## src/rtl/alu_pkg.sv

```systemverilog
// Shared ALU opcode constants and widths, also used by the instruction decoder.
package alu_pkg;

  localparam int OP_W      = 4;
  localparam int DATA_W    = 8;

  localparam logic [OP_W-1:0] OP_NOP  = 4'h0;
  localparam logic [OP_W-1:0] OP_ADD  = 4'h1;
  localparam logic [OP_W-1:0] OP_SUB  = 4'h2;
  localparam logic [OP_W-1:0] OP_NAND = 4'h3;
  localparam logic [OP_W-1:0] OP_SHL  = 4'h4;
  localparam logic [OP_W-1:0] OP_SHR  = 4'h5;

endpackage

```

## src/rtl/alu_core.sv

```systemverilog
// Combinational ALU datapath: result plus zero/negative flags from the same result.
module alu_core
  import alu_pkg::*;
#(
  parameter int WIDTH = DATA_W
) (
  input  logic [WIDTH-1:0] inA,
  input  logic [WIDTH-1:0] inB,
  input  logic [OP_W-1:0]  opCode,
  output logic [WIDTH-1:0] result,
  output logic             zFlag,
  output logic             nFlag
);

  always_comb begin
    result = '0;
    case (opCode)
      OP_ADD:  result = inA + inB;
      OP_SUB:  result = inA - inB;
      OP_NAND: result = ~(inA & inB);
      OP_SHL:  result = {inA[WIDTH-2:0], 1'b0};
      OP_SHR:  result = {1'b0, inA[WIDTH-1:1]};
      default: result = '0;  // NOP and reserved opcodes
    endcase
  end

  assign zFlag = (result == '0);
  assign nFlag = result[WIDTH-1];

endmodule

```

## src/rtl/arithmetic_logic_unit.sv

```systemverilog
// Registered ALU: one-cycle latency, full throughput, synchronous active-high reset.
module arithmetic_logic_unit
  import alu_pkg::*;
#(
  parameter int WIDTH = DATA_W
) (
  input  logic             clk,
  input  logic             rst,
  input  logic [WIDTH-1:0] inA,
  input  logic [WIDTH-1:0] inB,
  input  logic [OP_W-1:0]  opCode,
  output logic [WIDTH-1:0] out,
  output logic             zOutput,
  output logic             nOutput
);

  logic [WIDTH-1:0] result;
  logic             zFlag;
  logic             nFlag;

  alu_core #(.WIDTH(WIDTH)) uCore (
    .inA    (inA),
    .inB    (inB),
    .opCode (opCode),
    .result (result),
    .zFlag  (zFlag),
    .nFlag  (nFlag)
  );

  // Reset state matches a zero result so downstream condition logic sees Z=1.
  always_ff @(posedge clk) begin
    if (rst) begin
      out     <= '0;
      zOutput <= 1'b1;
      nOutput <= 1'b0;
    end else begin
      out     <= result;
      zOutput <= zFlag;
      nOutput <= nFlag;
    end
  end

endmodule

```

## config.mk

```make
export PLATFORM = sky130hd
export DESIGN_NAME = arithmetic_logic_unit
export DESIGN_NICKNAME = d
export VERILOG_FILES = /design/src/rtl/alu_pkg.sv /design/src/rtl/alu_core.sv /design/src/rtl/arithmetic_logic_unit.sv
export SDC_FILE = /design/constraint.sdc
export NUM_CORES = 1
export LEC_CHECK = 0
export ABC_AREA = 0
export CAP_MARGIN = 20
export CORE_ASPECT_RATIO = 0.9
export CORE_UTILIZATION = 35
export CTS_BUF_LIST = sky130_fd_sc_hd__clkbuf_4
export DETAILED_ROUTE_END_ITERATION = 7
export GPL_TIMING_DRIVEN = 0
export PLACE_DENSITY = 0.66
export SYNTH_ARGS = -nofsm -noshare
export SYNTH_HDL_FRONTEND = slang
export SYNTH_HIERARCHICAL = 1
export SYNTH_SLANG_ARGS = --single-unit
```

## constraint.sdc

```tcl
create_clock -name clk -period 4.56 [get_ports clk]
set_input_delay 0.684 -clock clk [delete_from_list [all_inputs] [get_ports clk]]
set_output_delay 0.684 -clock clk [all_outputs]
set_load 0.05 [all_outputs]
```

# Word level (Yosys, flattened, before mapping)
# Cells that the tools add are included.
# word_totals
register_bits,10
out_inout_bits,10
elab_cells,14
input_bits,22
# op_classes
n_eq_ne,5
add_sub_neg,2
bitwise_logic,2
n_reduce_logical,1
n_mux,1
# ops
op,n
case mux 8 bit (5 select lines),1
adder 8 bit,1
AND 8 bit,1
"== test 4 x 2 -> 1 bit, second input constant",2
"== test 4 x 3 -> 1 bit, second input constant",2
logical NOT 8 bit,1
inverter 8 bit,1
subtractor 8 bit,1
"== test 4 x 1 -> 1 bit, second input constant",1

# Logic depth before layout (Yosys ltp)
# Gate-level depths: netlist of run 1.
# logic_depth
word_depth,4
depth_mapped,12

# Modules after synthesis
# The synthesis of run 1 kept the hierarchy.
# by_module_without_submodules
module,cells_each,seq_area_each_um2,instances,area_per_inst_um2
alu_core,116,0.0,1,830.8
arithmetic_logic_unit,20,200.2,1,262.8

# Worst setup path after synthesis of run 1
# OpenSTA, ideal clock, no wires.
# synth_timing
path_type,in2reg
startpoint,input opCode[0]
endpoint,register zOutput
slack_ns,1.466
required_ns,4.502
arrival_time_ns,3.037
path_buffers,0
cell_stages,10
path_cell_list,nor4b_4 > mux2_2 > fa_1 > nand2b_1 > a21oi_1 > xnor2_1 > a21oi_1 > or4_1 > nor4_2 > or2_1
# synth_between
elab_chain_cells,3
# synth_lines
item,line,rtl
from (decl),arithmetic_logic_unit.sv:11,"input logic [OP_W-1:0] opCode,"
"== test 4 x 3 -> 1 bit, or another cell as far along",alu_core.sv:17,case (opCode)
case mux 8 bit (5 select lines) (*),alu_core.sv:17,
logical NOT 8 bit (*),alu_core.sv:27,assign zFlag = (result == '0);
named net zFlag,arithmetic_logic_unit.sv:18,logic zFlag;
to (signal assigned),arithmetic_logic_unit.sv:38,zOutput <= zFlag;
to (decl),arithmetic_logic_unit.sv:13,"output logic zOutput,"
# Mark *: on every way through the listed nets, which the timed path passes. The rest lies on a longest branch.
# A chain may end at the register's enable or synchronous reset.

# Final worst setup path of run 1
# layout_timing
startpoint,input opCode[1]
endpoint,register zOutput
# layout_between
elab_chain_cells,3
# layout_lines
item,line,rtl
"== test 4 x 3 -> 1 bit, or another cell as far along",alu_core.sv:17,
case mux 8 bit (5 select lines) (*),alu_core.sv:17,
named net result[6],arithmetic_logic_unit.sv:17,logic [WIDTH-1:0] result;
logical NOT 8 bit (*),alu_core.sv:27,
named net zFlag,arithmetic_logic_unit.sv:18,
# Marked as above.

==> results of run 1 <==
sequential cells by signal, indices dropped and copies added, names as in the netlist:
register	cells
nOutput	1
out	8
zOutput	1
logic make-up (layout without fill, tap and decap cells):
logic type | after synthesis | after routing | synth area share
DFF | 10 | 10 | 0.1831
and+or+nand+nor | 47 | 47 | 0.2494
xor gates and xnor gates | 12 | 12 | 0.09611
buffers and inverters | 14 | 48 | 0.06636
muxes | 5 | 5 | 0.05835
AOI/OAI and AO/OA | 38 | 38 | 0.2254
adders and majority gates | 10 | 10 | 0.1213
per-stage QoR:
stage	area (sq um)	cells	power [uW]	worst slack (ps)	util
final	1476	210	321.4	877.9	0.5162
after global routing	1476	210	344.5	717.8	0.5162
after detailed placement	1454	207	269.1	648.9	0.5083
after floorplan	1094	136	211.3	1466	-
after CTS	1476	210	323.9	907.6	0.5162
after global placement	1454	207	265.8	679.4	0.5083
synth_stat cells (all sizes together) (3+ instances only):
master,n
mux2,5
ha,9
nor2b,9
dfxtp,10
xnor2,10
o21ai,11
nand2,13
a31oi,4
inv,10
a22oi,5
nor2,10
a21oi,8
buf,4
nor3,3
worst max-delay path, stage by stage:
cell and delay (ps):
clkdlybuf4s50_1 590, nor4b_4 450, mux2_2 420, fa_1 440, nand2b_1 180, a21oi_1 160
o21a_1 160, nor3_1 50, o31ai_1 380, nor4_2 90, or2_1 210
power by group:
group | internal [uW] | leakage (uW) | total [uW] | switching, uW
Sequential | 93.5 | 0.0000818 | 94.7 | 1.18
Clock | 30.1 | 0.0000138 | 53.7 | 23.6
Combinational | 79.3 | 0.000497 | 173 | 93.7
worst max path at each step:
stage,startpoint,end,cells past startpoint
floorplan,opCode[0],zOutput,10
global placement,opCode[1],zOutput,11
detailed placement,opCode[1],zOutput,11
CTS,opCode[1],zOutput,11
global route,opCode[1],zOutput,11
finish,opCode[1],zOutput,11
layer usage:
layer  vias to the layer above  track usage  share of wire
met1                       500       0.2075           0.48
met4                         0      0.06818          0.015
met3                         4      0.01163          0.032
met5                         -            0              0
met2                        20       0.3004           0.47
li1                        555            -              -
final cells by class:
type | count | area, sq um
Buffer | 4 | 35.03
Clock buffer | 3 | 22.52
Fill cell | 276 | 1384
Inverter | 10 | 37.54
Multi-Input combinational cell | 112 | 820.8
Sequential cell | 10 | 200.2
Tap cell | 40 | 50.05
Timing Repair Buffer | 31 | 310.3
==> Implementation_results.wiki, run 1 <==
{| class="wikitable"
! Metric !! Value
|-
| Number of port buffers || 31
|-
| Number of buffers added by the clock tree synthesis step || 3
|-
| TritonCTS clock tree || yes
|-
| Number of distinct standard cells referenced by the synthesized netlist || 42
|-
| Residual DRC count || 0
|-
| Worst hold path class || in -> reg
|-
| Resized Gates After CTS || 0
|-
| Final global-route overflow total || 0
|-
| H-tree depth || 1
|-
| Diode insertion count for antenna repair || 0
|-
| Core footprint || about 0.0029 sq mm
|-
| Top cells by area in the synthesized netlist || dfxtp_1, ha_1, xnor2_1
|-
| Critical path capture point type || flop
|-
| Type of the setup path with the least slack || in -> reg
|-
| Count of maximum capacitance violations || 0
|-
| Final weighted congestion in routability-driven placement || 0.8252
|-
| Min-Delay Path Depth || 2
|-
| Req. time, crit path || 4700 ps
|-
| Post-synthesis sequential area ratio || 0.1831
|-
| Most frequent standard cell in the layout excluding fill and tap cells || clkdlybuf4s50_1
|-
| Unrepaired setup endpoints after global routing || false
|-
| Cells after synthesis || approximately 140
|-
| Total routed wirelength || about 2.5 mm
|-
| Fraction of layout instances using a drive strength above 1 || 0.09412
|-
| Peak supply drop || around 77 uV
|-
| Largest area contributor in the synthesized netlist || dfxtp_1
|-
| Final clock period utilization by the worst path || 0.8075
|-
| Nets || 204
|-
| Setup TNS after final layout || 0 ps
|-
| Global-route total usage across every layer || 0.1668
|-
| Vias || 1,079
|-
| Number of rows in the core area || 18
|-
| Post-synth top flop || dfxtp_1
|-
| Worst path arrival time || ~3800 ps
|-
| Share of synthesized registers carrying an async set or reset || 0
|-
| Hold-fix buffers at CTS || 0
|-
| Area growth syn-to-layout || 35.01%
|-
| Count of yosys warnings during synthesis || 6
|-
| Number of violations reported at the end of detailed-routing iteration 0 || 14
|-
| Post-detailed-route via-to-cell ratio || between 5 and 6
|-
| Post-synthesis average cell area || 8.041 sq um
|-
| Floorplan die area || roughly 0.0034 sq mm
|-
| Ratio of total power to cell area || approximately 220 mW/mm^2
|-
| Effective utilization at floorplan || 0.3823
|-
| Number of buffers added for setup after CTS || 0
|-
| Vias in the first global route || 948
|-
| Remaining number of nets flagged by the antenna check after routing || 0
|-
| Endpoint with the worst hold slack || out[4]
|-
| Maximum clock frequency || 271.6 MHz
|-
| Static Leakage || 0.0005923 uW
|-
| Startpoint class of the critical path || input pin
|-
| Top-Level Pins || 32
|-
| Chip Width || 60.92 microns
|-
| Worst slew pin tran || 491.7 ps
|-
| Pin count of the biggest net entering global routing || 11
|-
| Clock root cell || clkbuf_4
|-
| Normalized max-slew margin || 0.6712
|-
| Fin crit period || roughly 3700 ps
|-
| Number of clock sinks seen by CTS || 10
|-
| First-pass GRT wire length || ~4.1 mm
|-
| Final Hold Vio Count || 0
|-
| Count of flip-flops with a built-in enable after synthesis || 0
|-
| Final setup fails || 0
|-
| Number of nets produced by synthesis || roughly 170
|-
| Clock tree buffer depth || 2
|-
| Post-DR wirelength/cell || 11.75 microns
|-
| Worst hold start || rst
|-
| Initial antenna violation count || 0
|-
| Worst-path fanout max || 7
|-
| Placed wire-length estimate || 2.118 mm
|-
| Flop and latch count out of synthesis || 10
|-
| Hold Slack || roughly 1200 ps
|-
| Register clock-pin slew on the reported worst setup and hold paths || approximately 50 ps
|-
| Outcome || complete, no violations
|-
| Die height || 55.03 microns
|-
| Max-slew violation count || 0
|-
| Commonest non-fill, non-tap cells in the layout || clkdlybuf4s50_1, nand2_1
|-
| Post-Synthesis Cell Area || 0.001094 sq mm
|-
| Drt pass-1 iters || 4
|-
| Fraction of synthesized cell area taken by the top area cell type || 0.1831
|}
Note: power is estimated with default switching activity, not from simulation.
==> inputs of run 2 (changes only) <==
Settings changed: PLACE_DENSITY 0.66 to 0.68.
Clock period 4.56 ns to 3.1 ns, I/O delays scaled along.
==> Implementation_results.wiki, run 2 (synthesized netlist as in run 1, its figures left out) <==
{| class="wikitable"
! Metric !! Value
|-
| Outcome || complete, no violations
|-
| Final global-route overflow total || 0 (unchanged)
|-
| Residual DRC count || 0 (unchanged)
|-
| Nets || 205 (+0.49%)
|-
| Worst path arrival time || 3090 ps (-740 ps)
|-
| Critical path launch point || opCode[0]
|-
| Vias || 1,071 (-0.74%)
|-
| Commonest non-fill, non-tap cells in the layout || clkdlybuf4s50_1, nand2_1, dfxtp_1, inv_1, o21ai_0
|-
| Post-detailed-route via-to-cell ratio || 5.052 (-1.7%)
|-
| Chip Width || 60.92 microns (unchanged)
|-
| Floorplan die area || 0.003352 sq mm (unchanged)
|-
| Clock root cell || clkbuf_4
|-
| Relative contribution of the clock network to total power || 0.170 (+0.003)
|-
| First-pass GRT wire length || 4.236 mm (+3.5%)
|-
| Startpoint class of the critical path || input pin
|-
| Non-filler instance count after layout || 212 (+0.95%)
|-
| Global-route total usage across every layer || 0.1691 (+0.002231)
|-
| Max-slew violation count || 0 (unchanged)
|-
| Kind of cell adding the most delay to the critical path || compound AO/OA/AOI/OAI gates
|-
| Final weighted congestion in routability-driven placement || 0.8423 (+2.1%)
|-
| Most prevalent standard cell on the critical path || o21ai_0
|-
| Drt pass-1 iters || 4 (unchanged)
|-
| Unrepaired setup endpoints after global routing || false
|-
| Initial antenna violation count || 0 (unchanged)
|-
| Hold-fix buffers at CTS || 0 (unchanged)
|-
| Diode insertion count for antenna repair || 0 (unchanged)
|-
| Number of port buffers || 31 (unchanged)
|-
| Type of the setup path with the least slack || in -> reg
|-
| Die height || 55.03 microns (unchanged)
|-
| Critical path capture point type || flop
|-
| Placed wire-length estimate || 2.211 mm (+4.4%)
|-
| Sequential cell fraction of total power || 0.284 (-0.011)
|-
| Count of maximum capacitance violations || 0 (unchanged)
|-
| Number of clock sinks seen by CTS || 10 (unchanged)
|-
| Register clock-pin slew on the reported worst setup and hold paths || 60 ps (about the same)
|-
| Most frequent standard cell in the layout excluding fill and tap cells || clkdlybuf4s50_1
|-
| Clock tree buffer depth || 2 (unchanged)
|-
| TritonCTS clock tree || yes
|-
| Longest individual stage delay on the worst path || 380 ps (-210 ps)
|-
| Area of all placed cells without fillers || 0.001518 sq mm (+2.8%)
|-
| H-tree depth || 1 (unchanged)
|-
| Maximum clock frequency || 339.2 MHz
|-
| Total routed wirelength || 2.557 mm (+3.6%)
|-
| Final Hold Vio Count || 0 (unchanged)
|-
| Worst slew pin tran || 491.3 ps (-0.3629 ps)
|-
| Fin crit period || 2948 ps
|-
| Worst-path fanout max || 6 (-1)
|-
| Effective utilization at floorplan || 0.3823 (unchanged)
|-
| Placed cells || 207 (unchanged)
|-
| Core footprint || 0.002860 sq mm (unchanged)
|-
| Number of rows in the core area || 18 (unchanged)
|-
| Biggest register || out
|-
| Relative contribution of combinational cells to total power || 0.545 (+0.006)
|-
| Final clock period utilization by the worst path || 0.9510
|-
| Slowest CP cell || nor4b_4
|-
| Number of buffer and inverter stages on the critical path || 2 (+1)
|-
| Number of violations reported at the end of detailed-routing iteration 0 || 32 (+18)
|-
| Setup TNS after final layout || 0 ps (unchanged)
|-
| Area growth syn-to-layout || 38.79%
|-
| Pin count of the biggest net entering global routing || 11 (unchanged)
|-
| Share of total power consumed by net switching || 0.3743 (+0.005602)
|-
| Final-layout fill cell count || 296 (+7.2%)
|-
| Req. time, crit path || 3240 ps (-1460 ps)
|-
| Hold Slack || 886.1 ps (-293.8 ps)
|-
| Peak supply drop || 95.53 uV (+25%)
|-
| Static Leakage || 0.0006252 uW (+5.5%)
|-
| Internal power || 306.2 uW (+51%)
|-
| Worst hold path class || in -> reg
|-
| Worst hold start || inB[1]
|-
| Top-Level Pins || 32 (unchanged)
|-
| Final setup fails || 0 (unchanged)
|-
| Max FFs per register || 8 (unchanged)
|-
| Fraction of layout instances using a drive strength above 1 || 0.1337 (+0.03960)
|-
| Post-placement cell area || 0.001454 sq mm (unchanged)
|-
| Vias in the first global route || 1,007 (+6.2%)
|-
| Largest registers ranked by flip-flop count || out: 8 flops, nOutput: 1 flops, zOutput: 1 flops
|-
| Switching power of the nets || 183.2 uW (+55%)
|-
| Post-DR wirelength/cell || 12.06 microns (+2.6%)
|-
| Remaining number of nets flagged by the antenna check after routing || 0 (unchanged)
|-
| Final standard cell utilization of the core || 0.5306 (+0.01444)
|-
| Cell chain of the critical path || dlygate4sd2_1 > nor4b_4 > buf_4 > nor2_1 > xnor2_1 > ha_1 > o21ai_0 > a21oi_2 > o41a_1 > o21ai_0 > nor4_2 > or2_1
|-
| Ratio of total power to cell area || 322.5 mW/mm^2 (+48%)
|-
| Normalized max-slew margin || 0.6714 (about the same)
|-
| Number of buffers added by the clock tree synthesis step || 3 (unchanged)
|}
==> run 2: cell types whose count changed in the layout (fill, tap and decap cells not counted), moves of 2 or more <==
cell,before,now
a21oi_1,8,6
clkdlybuf4s50_1,31,25
dlygate4sd2_1,0,6
a21oi_2,0,2
==> run 2: worst min-delay path, cell delays in order <==
cell and delay (ps):
dlygate4sd2_1 270, nand2_1 100, a22oi_2 60, o21ai_0 80, nor2b_1 120
==> run 2: cell type report <==
cell class | count | area, sq um | area share
buffer | 4 | 35.03 | 0.02308
clock buffer | 3 | 22.52 | 0.01484
timing repair buffer | 32 | 310.3 | 0.2045
multi-input combinational | 112 | 858.3 | 0.5655
sequential | 10 | 200.2 | 0.1319
tap | 40 | 50.05 | 0.03298
inverter | 10 | 37.54 | 0.02473
clock inverter | 1 | 3.754 | 0.002473
==> run 2: path summary, 6_finish.rpt <==
check,endpoint,slack (ps),depth (start not counted)
worst max-delay path,zOutput,150,12
worst min-delay path,out[1],890,5
==> run 2: stage by stage <==
step | total power, uW | setup slack (ps)
after CTS | 479.0 | 86.80
after floorplan | 310.8 | 224.7
after global routing | 527.9 | 2.103
after global placement | 387.9 | -555.6
after detailed placement | 394.0 | -610.1
final | 489.4 | 152.0
==> run 2: power groups by stage <==
| stage | logic, uW | registers (uW) | clock network, uW |
|---|---|---|---|
| global route | 292 | 140 | 95.8 |
| detailed placement | 252 | 142 | 0 |
| finish | 267 | 139 | 83.4 |
| global placement | 246 | 142 | 0 |
| CTS | 251 | 139 | 88.6 |
| floorplan | 137 | 174 | 0 |
==> run 2: per-layer routing <==
metal | wire [microns] | track usage
met3 | 84 | 0.009302
met4 | 25 | 0.05682
met1 | 1176 | 0.2039
met5 | 0 | 0
met2 | 1272 | 0.3205
==> run 2: what timing repair did <==
action | in CTS | in global routing
buffers inserted | 1 | 0
pin swaps | 1 | 2
hold endpoints to repair | 0 | 0
setup endpoints to repair | 4 | 2
resized for setup | 7 | 6
gates cloned | 0 | 0
